**src/rtl/apb_regbank_slave.sv**
```systemverilog
// rtl/apb_regbank_slave.sv - APB register bank with byte strobes, RW/RO/W1C registers, wait states and SLVERR
// Optional: define APB_PROT_CHECK_EN to reject unprivileged (APB_PROT[0]=0) writes with SLVERR.
module apb_regbank_slave #(
    parameter int                             DATAWIDTH   = 32,
    parameter int                             REGSNUM     = 8,
    parameter logic [REGSNUM-1:0]             RO_MASK     = '0,
    parameter logic [REGSNUM-1:0]             W1C_MASK    = '0,
    parameter int                             WAIT_STATES = 0,
    parameter logic [DATAWIDTH*REGSNUM-1:0]   RESET_VALUE = '0,
    localparam int                            ADDR_LSB    = DATAWIDTH / 32 + 1,
    localparam int                            STRBW       = DATAWIDTH / 8,
    localparam int                            AW          = (REGSNUM > 1) ? $clog2(REGSNUM) : 1
) (
    input  logic                           APB_CLK,
    input  logic                           APB_RESETn,
    input  logic                           APB_SEL,
    input  logic                           APB_ENABLE,
    input  logic                           APB_WRITE,
    input  logic [DATAWIDTH-1:0]           APB_ADDR,
    input  logic [DATAWIDTH-1:0]           APB_WDATA,
    input  logic [STRBW-1:0]               APB_STRB,
    input  logic [2:0]                     APB_PROT,
    output logic [DATAWIDTH-1:0]           APB_RDATA,
    output logic                           APB_READY,
    output logic                           APB_SLVERR,
    output logic [DATAWIDTH*REGSNUM-1:0]   RegsDataOut,
    input  logic [DATAWIDTH*REGSNUM-1:0]   RegsDataIn,
    input  logic [DATAWIDTH*REGSNUM-1:0]   RegsSetIn,
    output logic                           beWrdOut,
    output logic                           beReadOut,
    output logic [AW-1:0]                  RegsAddrOut
);

    localparam int IW = DATAWIDTH - ADDR_LSB;

    typedef enum logic [1:0] {IDLE, SETUP, WAIT, RESP} state_t;

    state_t                 state;
    logic [3:0]             cnt;
    logic [AW-1:0]          lat_idx;
    logic                   lat_oor;
    logic                   lat_write;
    logic [DATAWIDTH-1:0]   lat_wdata;
    logic [STRBW-1:0]       lat_strb;
    logic [DATAWIDTH-1:0]   regs      [REGSNUM];
    logic [DATAWIDTH-1:0]   regs_next [REGSNUM];
    logic [DATAWIDTH-1:0]   wmask;
    logic [DATAWIDTH-1:0]   rd_val;
    logic                   ro_hit;
    logic                   prot_err;
    logic                   acc_err;
    logic                   wr_ok;
    logic                   unused_in;

`ifdef APB_PROT_CHECK_EN
    logic lat_priv;
    assign prot_err = lat_write && !lat_priv;
`else
    assign prot_err = 1'b0;
`endif

    assign unused_in = ^{APB_PROT, APB_ADDR[ADDR_LSB-1:0], RegsDataIn, RegsSetIn};

    assign acc_err = lat_oor || (lat_write && ro_hit) || prot_err;
    assign wr_ok   = (state == WAIT) && (cnt == 4'd0) && lat_write && !acc_err;

    always_comb begin
        wmask = '0;
        for (int b = 0; b < STRBW; b++) begin
            wmask[b*8 +: 8] = {8{lat_strb[b]}};
        end
    end

    always_comb begin
        ro_hit = 1'b0;
        rd_val = '0;
        for (int i = 0; i < REGSNUM; i++) begin
            if (lat_idx == AW'(i)) begin
                ro_hit = RO_MASK[i];
                rd_val = RO_MASK[i] ? RegsDataIn[i*DATAWIDTH +: DATAWIDTH] : regs[i];
            end
        end
    end

    // Core-side set pulses are ORed in after the bus clear so a coincident set survives.
    always_comb begin
        for (int i = 0; i < REGSNUM; i++) begin
            regs_next[i] = regs[i];
            if (wr_ok && lat_idx == AW'(i)) begin
                if (W1C_MASK[i]) begin
                    regs_next[i] = regs[i] & ~(lat_wdata & wmask);
                end else if (!RO_MASK[i]) begin
                    regs_next[i] = (regs[i] & ~wmask) | (lat_wdata & wmask);
                end
            end
            if (W1C_MASK[i]) begin
                regs_next[i] = regs_next[i] | RegsSetIn[i*DATAWIDTH +: DATAWIDTH];
            end
        end
    end

    always_comb begin
        for (int i = 0; i < REGSNUM; i++) begin
            RegsDataOut[i*DATAWIDTH +: DATAWIDTH] = RO_MASK[i] ? RegsDataIn[i*DATAWIDTH +: DATAWIDTH] : regs[i];
        end
    end

    always_ff @(posedge APB_CLK or negedge APB_RESETn) begin
        if (!APB_RESETn) begin
            state       <= IDLE;
            cnt         <= '0;
            lat_idx     <= '0;
            lat_oor     <= 1'b0;
            lat_write   <= 1'b0;
            lat_wdata   <= '0;
            lat_strb    <= '0;
`ifdef APB_PROT_CHECK_EN
            lat_priv    <= 1'b0;
`endif
            APB_RDATA   <= '0;
            APB_READY   <= 1'b0;
            APB_SLVERR  <= 1'b0;
            beWrdOut    <= 1'b0;
            beReadOut   <= 1'b0;
            RegsAddrOut <= '0;
            for (int i = 0; i < REGSNUM; i++) begin
                regs[i] <= RO_MASK[i] ? '0 : RESET_VALUE[i*DATAWIDTH +: DATAWIDTH];
            end
        end else begin
            for (int i = 0; i < REGSNUM; i++) begin
                regs[i] <= regs_next[i];
            end
            APB_READY  <= 1'b0;
            APB_SLVERR <= 1'b0;
            beWrdOut   <= 1'b0;
            beReadOut  <= 1'b0;
            case (state)
                IDLE: begin
                    if (APB_SEL && !APB_ENABLE) begin
                        lat_idx     <= APB_ADDR[AW+ADDR_LSB-1:ADDR_LSB];
                        lat_oor     <= (APB_ADDR[DATAWIDTH-1:ADDR_LSB] >= IW'(REGSNUM));
                        lat_write   <= APB_WRITE;
                        lat_wdata   <= APB_WDATA;
                        lat_strb    <= APB_STRB;
`ifdef APB_PROT_CHECK_EN
                        lat_priv    <= APB_PROT[0];
`endif
                        RegsAddrOut <= APB_ADDR[AW+ADDR_LSB-1:ADDR_LSB];
                        state       <= SETUP;
                    end
                end
                SETUP: begin
                    if (APB_ENABLE) begin
                        cnt   <= WAIT_STATES[3:0];
                        state <= WAIT;
                    end
                end
                WAIT: begin
                    if (cnt != 4'd0) begin
                        cnt <= cnt - 4'd1;
                    end else begin
                        APB_READY  <= 1'b1;
                        APB_SLVERR <= acc_err;
                        beWrdOut   <= lat_write && !acc_err;
                        beReadOut  <= !lat_write && !acc_err;
                        APB_RDATA  <= (lat_write || acc_err) ? '0 : rd_val;
                        state      <= RESP;
                    end
                end
                default: begin
                    state <= IDLE;
                end
            endcase
        end
    end

endmodule

```
**config.mk**
```make
export PLATFORM = sky130hd
export DESIGN_NAME = apb_regbank_slave
export DESIGN_NICKNAME = d
export VERILOG_FILES = /design/src/rtl/apb_regbank_slave.sv
export SDC_FILE = /design/constraint.sdc
export NUM_CORES = 1
export LEC_CHECK = 0
export CAP_MARGIN = 20
export CORE_AREA = 2 2 344 346
export DETAILED_ROUTE_END_ITERATION = 6
export DIE_AREA = 0 0 346 348
export GPL_ROUTABILITY_DRIVEN = 0
export GPL_TIMING_DRIVEN = 1
export HOLD_SLACK_MARGIN = 0.12
export PLACE_DENSITY_LB_ADDON = 0.3
export SYNTH_ARGS = -nofsm -noshare
export SYNTH_HDL_FRONTEND = slang
export SYNTH_SLANG_ARGS = --single-unit
```
**constraint.sdc**
```tcl
create_clock -name APB_CLK -period 2.21 [get_ports APB_CLK]
set_input_delay 0.442 -clock APB_CLK [delete_from_list [all_inputs] [get_ports APB_CLK]]
set_output_delay 0.442 -clock APB_CLK [all_outputs]
set_load 0.05 [all_outputs]
```
==> reports/results.tsv, run 1 <==
stage	metric	value	unit
worst_setup_path	rrSetupSlack	0.07	ns
global_routing	grt_max_degree	69	
detailed_routing	drc_errors	0	
worst_setup_path	cpPeakStageDelay	0.40	ns
timing	fmax	467	MHz
timing	rsz0062_at_grt	no	
clocking	root_buffer	clkbuf_16	
worst_setup_path	crit_required	2.69	ns
worst_setup_path	critPathLaunchType	flip-flop	
worst_setup_path	crit_arrival	2.62	ns
pwr	design_power_total	0.0224	W
timing	min_period_over_period	0.968	
yosys	synth-seq-cells	339	
timing	setup_viol	0	
yosys	synthesis.area	15200	um2
clocking	cts_tree	yes	
yosys	async_flop_share	1.00	
yosys	synth_cell_types	52	
detailed_routing	postRouteAntennaNets	0	
finish	drive_gt1_frac	0.356	
yosys	syn_area_per_cell	13.3	um2
detailed_routing	met1Wirelength	31900	um
pwr	power_leakage	11.4	nW
worst_setup_path	reg2reg_from	cnt[1]	
clocking	htree_levels	2	
timing	skew	0.0200	ns
finish	final_nets	2174	
yosys	synth_warnings	0	
global_routing	grt_pass1_vias	12700	
detailed_routing	vias_per_cell	3.71	
worst_setup_path	crit_path_top_delay_cell	dfrtp_1	
timing	hold_ws	0.304	ns
hold_path	min_path_type	input port to async pin	
clocking	clk_latency	0.61	ns
worst_setup_path	crit_type	flip-flop to flip-flop	
placement	port_buffers	365	
clocking	cts_buffers	46	
detailed_routing	drtIter0Drc	522	
run	maxCapViolations	0	
timing	period_needed	2.14	ns
detailed_routing	vias	11700	
clocking	cts.sinks	339	
worst_setup_path	cp-end-kind	flip-flop	
worst_setup_path	worstPathCellList	inv_1, ha_2, nand4bb_4, inv_4, and4_4, nand3_4, mux2_2	
finish	fin_area	22600	um2
floorplan	die_w	346	um
floorplan	die_y	348	um
yosys	ys_seq_area_frac	0.559	
global_routing	overflow	0	
timing	finalHoldViolations	0	
yosys	mappedNetlistNets	1733	
detailed_routing	drt-pass1-iter-count	5	
detailed_routing	detail_route.wl_per_cell	23.3	um
global_routing	grt_first_pass_wirelength	103000	um
timing	worstMarginPinSlew	0.612	ns
yosys	synth-edff-count	0	
run_status	status	complete, no violations	
detailed_routing	route.met2.wl	33700	um
global_routing	grt_use_total	0.121	
placement	hpwlAfterDp	53900	um
floorplan	rows	126	
detailed_routing	wl_met3	6450	um
yosys	synth-main-ff-cell	dfrtp_1	
worst_setup_path	rr_worst_depth	7	
finish	stdcell_count	3156	
floorplan	core	117000	um2
yosys	postSynthCellCount	1140	
detailed_routing	drt-total-wl	73700	um
detailed_routing	dr.max_layer_used	met4	
placement	dp.cells	3060	
global_routing	antenna_found_initial	2	
clocking	clkTransAtPathRegs	0.05	ns
pwr	ir_drop	0.000482	V
placement	placed_area	21200	um2
pwr	power_density	990	nW/um2
timing	maxSlewViolCount	0	
clocking	cts.path.max_buffers	3	
floorplan	die_area	120000	um2
timing	relSlewSlack	0.594	
worst_setup_path	cp_max_fo	8	
floorplan	pin_count	883	
finish	syn2layout_area_growth	49.2	%
floorplan	start_util	0.130	
==> cell families after synthesis <==
group / share of synthesized area
compound gates: 0.0775
fa+ha+maj: 0.00412
buf+inv: 0.0215
flops: 0.559
mux: 0.243
simple gates: 0.0944
==> through the flow <==
step / utilization / setup TNS (ns) / setup WS (ns)
2_1_floorplan: - / 0 / 0.121
3_3_place_gp: 0.181 / -1.59 / -0.135
3_5_place_dp: 0.181 / -1.75 / -0.122
4_1_cts: 0.193 / 0 / 0.00481
5_1_grt: 0.193 / 0 / 0.00107
6_report: 0.194 / 0 / 0.0699
==> worst max path at each step <==
stage | to | startpoint | slack, ns
3_5_place_dp | flip-flop | state[0] | -0.12
5_1_grt | flip-flop | cnt[1] | 0.001
2_1_floorplan | flip-flop | lat_idx[1] | 0.12
3_3_place_gp | APB_RDATA[23] | lat_idx[2] | -0.14
6_report | flip-flop | cnt[1] | 0.07
4_1_cts | flip-flop | state[0] | 0.005
==> power breakdown <==
part | internal (W) | switching (W)
registers | 0.00665 | 0.00111
clock network | 0.00473 | 0.00317
logic | 0.00268 | 0.00408
==> critical path: cells and delay by family, from the launching register on <==
| kind | cells | cell delay, ns |
|---|---|---|
| AND/OR/NAND/NOR | 3 | 0.77 |
| adder cells (fa/ha/maj) | 1 | 0.22 |
| flip-flops | 1 | 0.40 |
| multiplexers | 1 | 0.39 |
| buffers and inverters | 2 | 0.20 |
==> per-layer routing <==
layer / track usage / up-vias
li1: - / 5109
met4: 0.0315 / 0
met1: 0.151 / 6117
met3: 0.0450 / 74
met2: 0.195 / 400
met5: 0 / -
==> synth_stat cells (2+ instances only) <==
library cell  number  share of area
o211ai_1           2        0.00099
inv_1              9         0.0022
nor2_1            46          0.011
nand4_1            2        0.00082
nand2_2            7         0.0029
mux2i_1           20          0.013
ha_1               5         0.0041
mux2_4             8         0.0079
buf_8              4         0.0040
dfrtp_1          339           0.56
nand2_4           17          0.013
mux2_2           283           0.21
o221a_2            2         0.0015
buf_2             14         0.0046
nand2_1           44          0.011
nand3_4            8         0.0092
or2_2              2        0.00082
a21oi_1            3        0.00099
nand3b_1           5         0.0025
o221ai_1          30          0.017
a22o_1            19          0.011
nor3_1            16         0.0053
and3_1             5         0.0021
o22ai_1            3         0.0012
mux2_1             8         0.0059
o311ai_0           2         0.0012
buf_1              2        0.00050
and4_4             4         0.0030
clkbuf_1          38         0.0094
a22oi_1           13         0.0064
or3_1             28          0.012
nor2_2             2        0.00082
nand2b_1           3         0.0012
o21ai_0           71          0.023
nor2b_1           27          0.011
a31oi_1           11         0.0045
mux4_2             4         0.0059
nor4_1             6         0.0025
o31ai_1           15         0.0074
==> layout by cell type (no fill, tap or decap), types with 5 or more instances in the layout <==
| master | netlist | routed |
|---|---|---|
| nor4_1 | 6 | 6 |
| clkbuf_16 | 0 | 47 |
| bufinv_16 | 0 | 5 |
| nand2_1 | 44 | 43 |
| a31oi_1 | 11 | 11 |
| a22o_1 | 19 | 19 |
| nand2_4 | 17 | 20 |
| mux2_1 | 8 | 8 |
| dfrtp_1 | 339 | 336 |
| or3_1 | 28 | 28 |
| inv_1 | 9 | 8 |
| nor3_1 | 16 | 16 |
| clkinv_2 | 1 | 7 |
| nand3b_1 | 5 | 5 |
| clkbuf_8 | 0 | 6 |
| nand2_2 | 7 | 5 |
| o21ai_0 | 71 | 71 |
| inv_6 | 0 | 7 |
| mux2i_1 | 20 | 20 |
| clkdlybuf4s50_1 | 0 | 69 |
| buf_12 | 0 | 22 |
| nor2b_1 | 27 | 27 |
| clkbuf_1 | 38 | 10 |
| mux2_4 | 8 | 8 |
| o31ai_1 | 15 | 15 |
| o221ai_1 | 30 | 30 |
| buf_4 | 1 | 117 |
| mux2_2 | 283 | 283 |
| nand3_4 | 8 | 8 |
| dlygate4sd2_1 | 0 | 236 |
| a22oi_1 | 13 | 13 |
| nor2_1 | 46 | 45 |
==> layout make-up <==
type                       count  area (um2)
antenna                        3        7.51
multi-input combinational    732        6420
sequential                   339        8490
clock inverter                21         274
inverter                      10        40.0
clock buffer                  63        1300
tap                         1536        1920
fill                       12800       94300
timing repair buffer         452        4180
==> timing repair <==
item / 4_1_cts / 5_1_grt
endpoints found under the setup margin: 331 / 79
setup buffers: 2 / 6
hold endpoints to repair: 272 / 0
gates resized for setup: 246 / 6
pin swaps: 4 / 1
hold buffers: 1 / 0
Note: power is estimated with default switching activity, not from simulation.
==> inputs of run 2 (changes only) <==
Settings changed: RECOVER_POWER set to 50.
==> reports/results.tsv, run 2 (synthesis gave the netlist of run 1 again) <==
stage	metric	value	unit
floorplan	pin_count	883	
pwr	power_density	1000	nW/um2
run_status	status	complete, no violations	
global_routing	antenna_found_initial	3	
clocking	htree_levels	2	
timing	worstMarginPinSlew	0.959	ns
timing	finalHoldViolations	0	
global_routing	grt_pass1_vias	12700	
finish	syn2layout_area_growth	47.3	%
global_routing	overflow	0	
worst_setup_path	crit_required	2.69	ns
finish	drive_gt1_frac	0.341	
worst_setup_path	cpPeakStageDelay	0.40	ns
placement	dp.cells	3060	
floorplan	start_util	0.130	
global_routing	grt_use_total	0.121	
global_routing	grt_max_degree	69	
timing	setup_viol	0	
pwr	ir_drop	0.000482	V
clocking	root_buffer	clkbuf_16	
worst_setup_path	reg2reg_from	cnt[1]	
hold_path	min_path_type	input port to flip-flop	
worst_setup_path	cp-end-kind	flip-flop	
worst_setup_path	cp_max_fo	8	
floorplan	rows	126	
pwr	power_leakage	11.3	nW
floorplan	die_y	348	um
worst_setup_path	startpoint	cnt[1]	
hold_path	min_from	APB_WDATA[15]	
worst_setup_path	worstPathBufferInverterCount	2	
placement	port_buffers	365	
timing	period_needed	2.15	ns
detailed_routing	postRouteAntennaNets	0	
timing	min_period_over_period	0.971	
timing	rsz0062_at_grt	no	
finish	finalCoreUtilization	0.191	
timing	relSlewSlack	0.360	
detailed_routing	detail_route.wl_per_cell	23.4	um
placement	hpwlAfterDp	53900	um
timing	skew	0.0237	ns
finish	final_common_cell	dfrtp_1	
worst_setup_path	worstPathCellList	inv_1, ha_2, nand4bb_4, inv_4, and4_4, nand3_4, mux2_2	
floorplan	core	117000	um2
timing	maxSlewViolCount	0	
finish	final_nets	2174	
worst_setup_path	crit_arrival	2.63	ns
finish	stdcell_count	3155	
detailed_routing	vias	11700	
clocking	clk_latency	0.61	ns
detailed_routing	drt-total-wl	73700	um
detailed_routing	vias_per_cell	3.71	
finish	fill_cells	12800	
timing	fmax	466	MHz
floorplan	die_area	120000	um2
clocking	cts_tree	yes	
floorplan	die_w	346	um
worst_setup_path	crit_path_top_delay_cell	dfrtp_1	
run	maxCapViolations	0	
worst_setup_path	cp_top_family	simple AND/OR/NAND/NOR gates	
global_routing	grt_first_pass_wirelength	103000	um
worst_setup_path	critPathLaunchType	flip-flop	
detailed_routing	drtIter0Drc	564	
clocking	cts.sinks	339	
clocking	clkTransAtPathRegs	0.06	ns
clocking	cts.path.max_buffers	3	
finish	final_cell_mix	336 x dfrtp_1, 283 x mux2_2, 236 x dlygate4sd2_1	
worst_setup_path	crit_type	flip-flop to flip-flop	
detailed_routing	drt-pass1-iter-count	5	
clocking	cts_buffers	46	
detailed_routing	drc_errors	0	
-- run 2: per-stage QoR --
step | total power [W] | instance area, um2 | worst slack [ns] | setup TNS [ns] | hold slack, ns
floorplan | 0.0109 | 15200 | 0.121 | 0 | 0.146
global placement | 0.0147 | 21200 | -0.135 | -1.59 | 0.348
detailed placement | 0.0148 | 21200 | -0.122 | -1.75 | 0.347
CTS | 0.0230 | 22600 | 0.00481 | 0 | 0.256
global route | 0.0237 | 22300 | 0.00159 | 0 | 0.411
finish | 0.0223 | 22300 | 0.0650 | 0 | 0.442
-- run 2: path summary, 6_finish.rpt --
| path | endpoint | slack [ns] | depth (start not counted) |
|---|---|---|---|
| setup / recovery | flip-flop | 0.06 | 7 |
| max in group asynchronous | async pin | 0.32 | 4 |
| setup reg to reg | flip-flop | 0.06 | 7 |
| hold reg to reg | APB_RDATA[31] | 0.48 | 2 |
| hold / removal | lat_wdata[15] | 0.44 | 2 |
| min in group asynchronous | async pin | 0.52 | 2 |
-- run 2: where the power goes --
group          internal [W]  total, W  leakage [nW]  switching, W
Sequential          0.00665   0.00776          4.64       0.00111
Combinational       0.00263   0.00669          5.88       0.00405
Clock               0.00473   0.00790         0.774       0.00317
-- run 2: routing by layer --
metal  vias up  share of wire  global-route usage
met1      6120           0.44               0.151
met3        75          0.085              0.0450
met2       396           0.46               0.195
met5         -              0                   0
met4         0          0.020              0.0315
li1       5109              -                   -
-- run 2: area by class of cell --
| type | count | area, um2 | area share |
|---|---|---|---|
| Antenna cell | 2 | 5.00 | 0.000224 |
| Clock buffer | 63 | 1300 | 0.0580 |
| Clock inverter | 21 | 274 | 0.0123 |
| Inverter | 10 | 40.0 | 0.00179 |
| Multi-Input combinational cell | 732 | 6420 | 0.288 |
| Sequential cell | 339 | 8490 | 0.380 |
| Tap cell | 1536 | 1920 | 0.0860 |
| Timing Repair Buffer | 452 | 3890 | 0.174 |
-- run 2: timing repair --
action                                  4_1_cts  5_1_grt
endpoints found under the setup margin      331       79
hold buffers                                  1        0
buffers inserted                              2        6
pin swaps                                     4        1
gates resized for setup                     246        6
hold endpoints to repair                    272        0
==> inputs of run 3 (changes only) <==
Settings changed: CORE_AREA 2 2 344 346 to 2 2 348 350, DIE_AREA 0 0 346 348 to 0 0 350 352.
Clock period 2.21 ns to 1.9 ns, I/O delays scaled along.
==> reports/results.tsv, run 3 (synthesis gave the netlist of run 1 again) <==
stage	metric	value	unit
detailed_routing	postRouteAntennaNets	0	
worst_setup_path	crit_type	flip-flop to flip-flop	
global_routing	grt_first_pass_wirelength	105000	um
finish	final_cell_mix	366 x buf_4, 336 x dfrtp_1, 280 x mux2_2	
placement	port_buffers	365	
timing	finalHoldViolations	0	
clocking	clkTransAtPathRegs	0.06	ns
finish	syn2layout_area_growth	57.7	%
clocking	cts.path.max_buffers	3	
timing	worstMarginPinSlew	0.919	ns
clocking	cts_buffers	46	
finish	multi_input_area	6690	um2
floorplan	pin_count	883	
timing	relSlewSlack	0.388	
run_status	violations	negative setup slack	
timing	period_needed	2.00	ns
timing	setup_viol	166	
finish	finalCoreUtilization	0.200	
floorplan	start_util	0.127	
finish	fill_cells	12900	
worst_setup_path	crit_arrival	2.49	ns
detailed_routing	detail_route.wl_per_cell	23.1	um
floorplan	die_w	350	um
global_routing	grt_pass1_vias	12900	
floorplan	rows	127	
run	maxCapViolations	0	
run_status	status	finished with violations	
floorplan	die_y	352	um
clocking	htree_levels	2	
pwr	power_density	1140	nW/um2
pwr	ir_drop	0.000662	V
finish	final_common_cell	buf_4	
timing	final_critical_path_setup_slack	-0.103	ns
worst_setup_path	rr_worst_depth	8	
timing	rsz0062_at_grt	yes	
worst_setup_path	cp_max_fo	8	
detailed_routing	vias_per_cell	3.60	
finish	drive_gt1_frac	0.533	
pwr	power_leakage	11.2	nW
global_routing	overflow	0	
clocking	clk_latency	0.63	ns
worst_setup_path	critPathLaunchType	flip-flop	
timing	fin_tns_setup	-5.11	ns
detailed_routing	drt-total-wl	76600	um
timing	min_period_over_period	1.05	
detailed_routing	drc_errors	0	
finish	regArea	8490	um2
timing	maxSlewViolCount	0	
timing	skew	0.0405	ns
global_routing	antenna_found_initial	8	
worst_setup_path	crit_required	2.39	ns
global_routing	grt_use_total	0.121	
clocking	root_buffer	clkbuf_16	
global_routing	grt_max_degree	66	
hold_path	min_path_type	input port to flip-flop	
worst_setup_path	cp-end-kind	flip-flop	
hold_path	min_path_cells	2	
placement	hpwlAfterDp	56100	um
floorplan	core	119000	um2
clocking	cts_tree	yes	
detailed_routing	drtIter0Drc	530	
placement	place_ws	-0.185	ns
detailed_routing	drt-pass1-iter-count	5	
detailed_routing	vias	11900	
finish	final_nets	2258	
clocking	cts.sinks	339	
timing	fmax	499	MHz
floorplan	die_area	123000	um2
[run 3: changes by cell type in the layout (fill, tap and decap cells not counted), moves of 15 or more]
cell | previous run | this run
buf_12 | 15 | 53
dlygate4sd2_1 | 236 | 0
buf_4 | 49 | 366
nand2_8 | 0 | 19
nand2_4 | 20 | 5
clkbuf_1 | 31 | 14
clkbuf_2 | 49 | 3
[run 3: layout make-up]
type / count / area share
diodes: 2 / 0.000209
clock buffers: 64 / 0.0547
clock inverters: 21 / 0.00889
inverters: 10 / 0.00220
multi-input cells: 732 / 0.280
flip-flops and latches: 339 / 0.355
well taps: 1612 / 0.0843
repair buffers: 536 / 0.215
[run 3: worst max-delay path, stage by stage, from the launching register on]
cell and delay, ns:
dfrtp_1 0.38, inv_2 0.09, ha_4 0.15, nand4bb_4 0.15, clkinv_4 0.10, and4_4 0.22, buf_12 0.15, nand3_4 0.23
mux2_4 0.37
[run 3: what timing repair did]
action	4_1_cts	5_1_grt
pin swaps	22	19
hold buffers	1	0
endpoints found under the setup margin	288	289
cloned	4	1
setup buffers	33	13
endpoints found under the hold margin	186	0
resized for setup	66	38
[run 3: metrics by stage]
stage / cells / hold WS, ns / total power, W / instance area [um2]
detailed placement: 3179 / 0.264 / 0.0176 / 21500
CTS: 3302 / 0.173 / 0.0276 / 23700
global placement: 3179 / 0.264 / 0.0176 / 21500
finish: 3316 / 0.365 / 0.0274 / 23900
floorplan: 1140 / 0.0844 / 0.0127 / 15200
global route: 3316 / 0.334 / 0.0288 / 23900
[run 3: per-layer routing]
metal	part of all wire	track usage	routed length, um	up-vias
met5	0.00061	0	47	-
met4	0.017	0.0280	1330	6
met3	0.079	0.0404	6060	75
met2	0.44	0.186	34100	407
met1	0.46	0.164	35100	6181
li1	-	-	-	5277
[run 3: final timing paths]
| check | start | endpoint | slack [ns] |
|---|---|---|---|
| setup / recovery | cnt[0] | flip-flop | -0.10 |
| hold / removal | APB_WRITE | lat_write | 0.37 |
| setup reg to reg | cnt[0] | flip-flop | -0.10 |
| hold reg to reg | APB_RDATA[4] | APB_RDATA[4] | 0.48 |
| max in group asynchronous | APB_RESETn | async pin | 0.21 |
| min in group asynchronous | APB_RESETn | async pin | 0.42 |
[run 3: report_power, final]
| group | switching, W | internal (W) |
|---|---|---|
| Combinational | 0.00536 | 0.00436 |
| Sequential | 0.00122 | 0.00774 |
| Clock | 0.00357 | 0.00512 |
| Total | 0.0101 | 0.0172 |
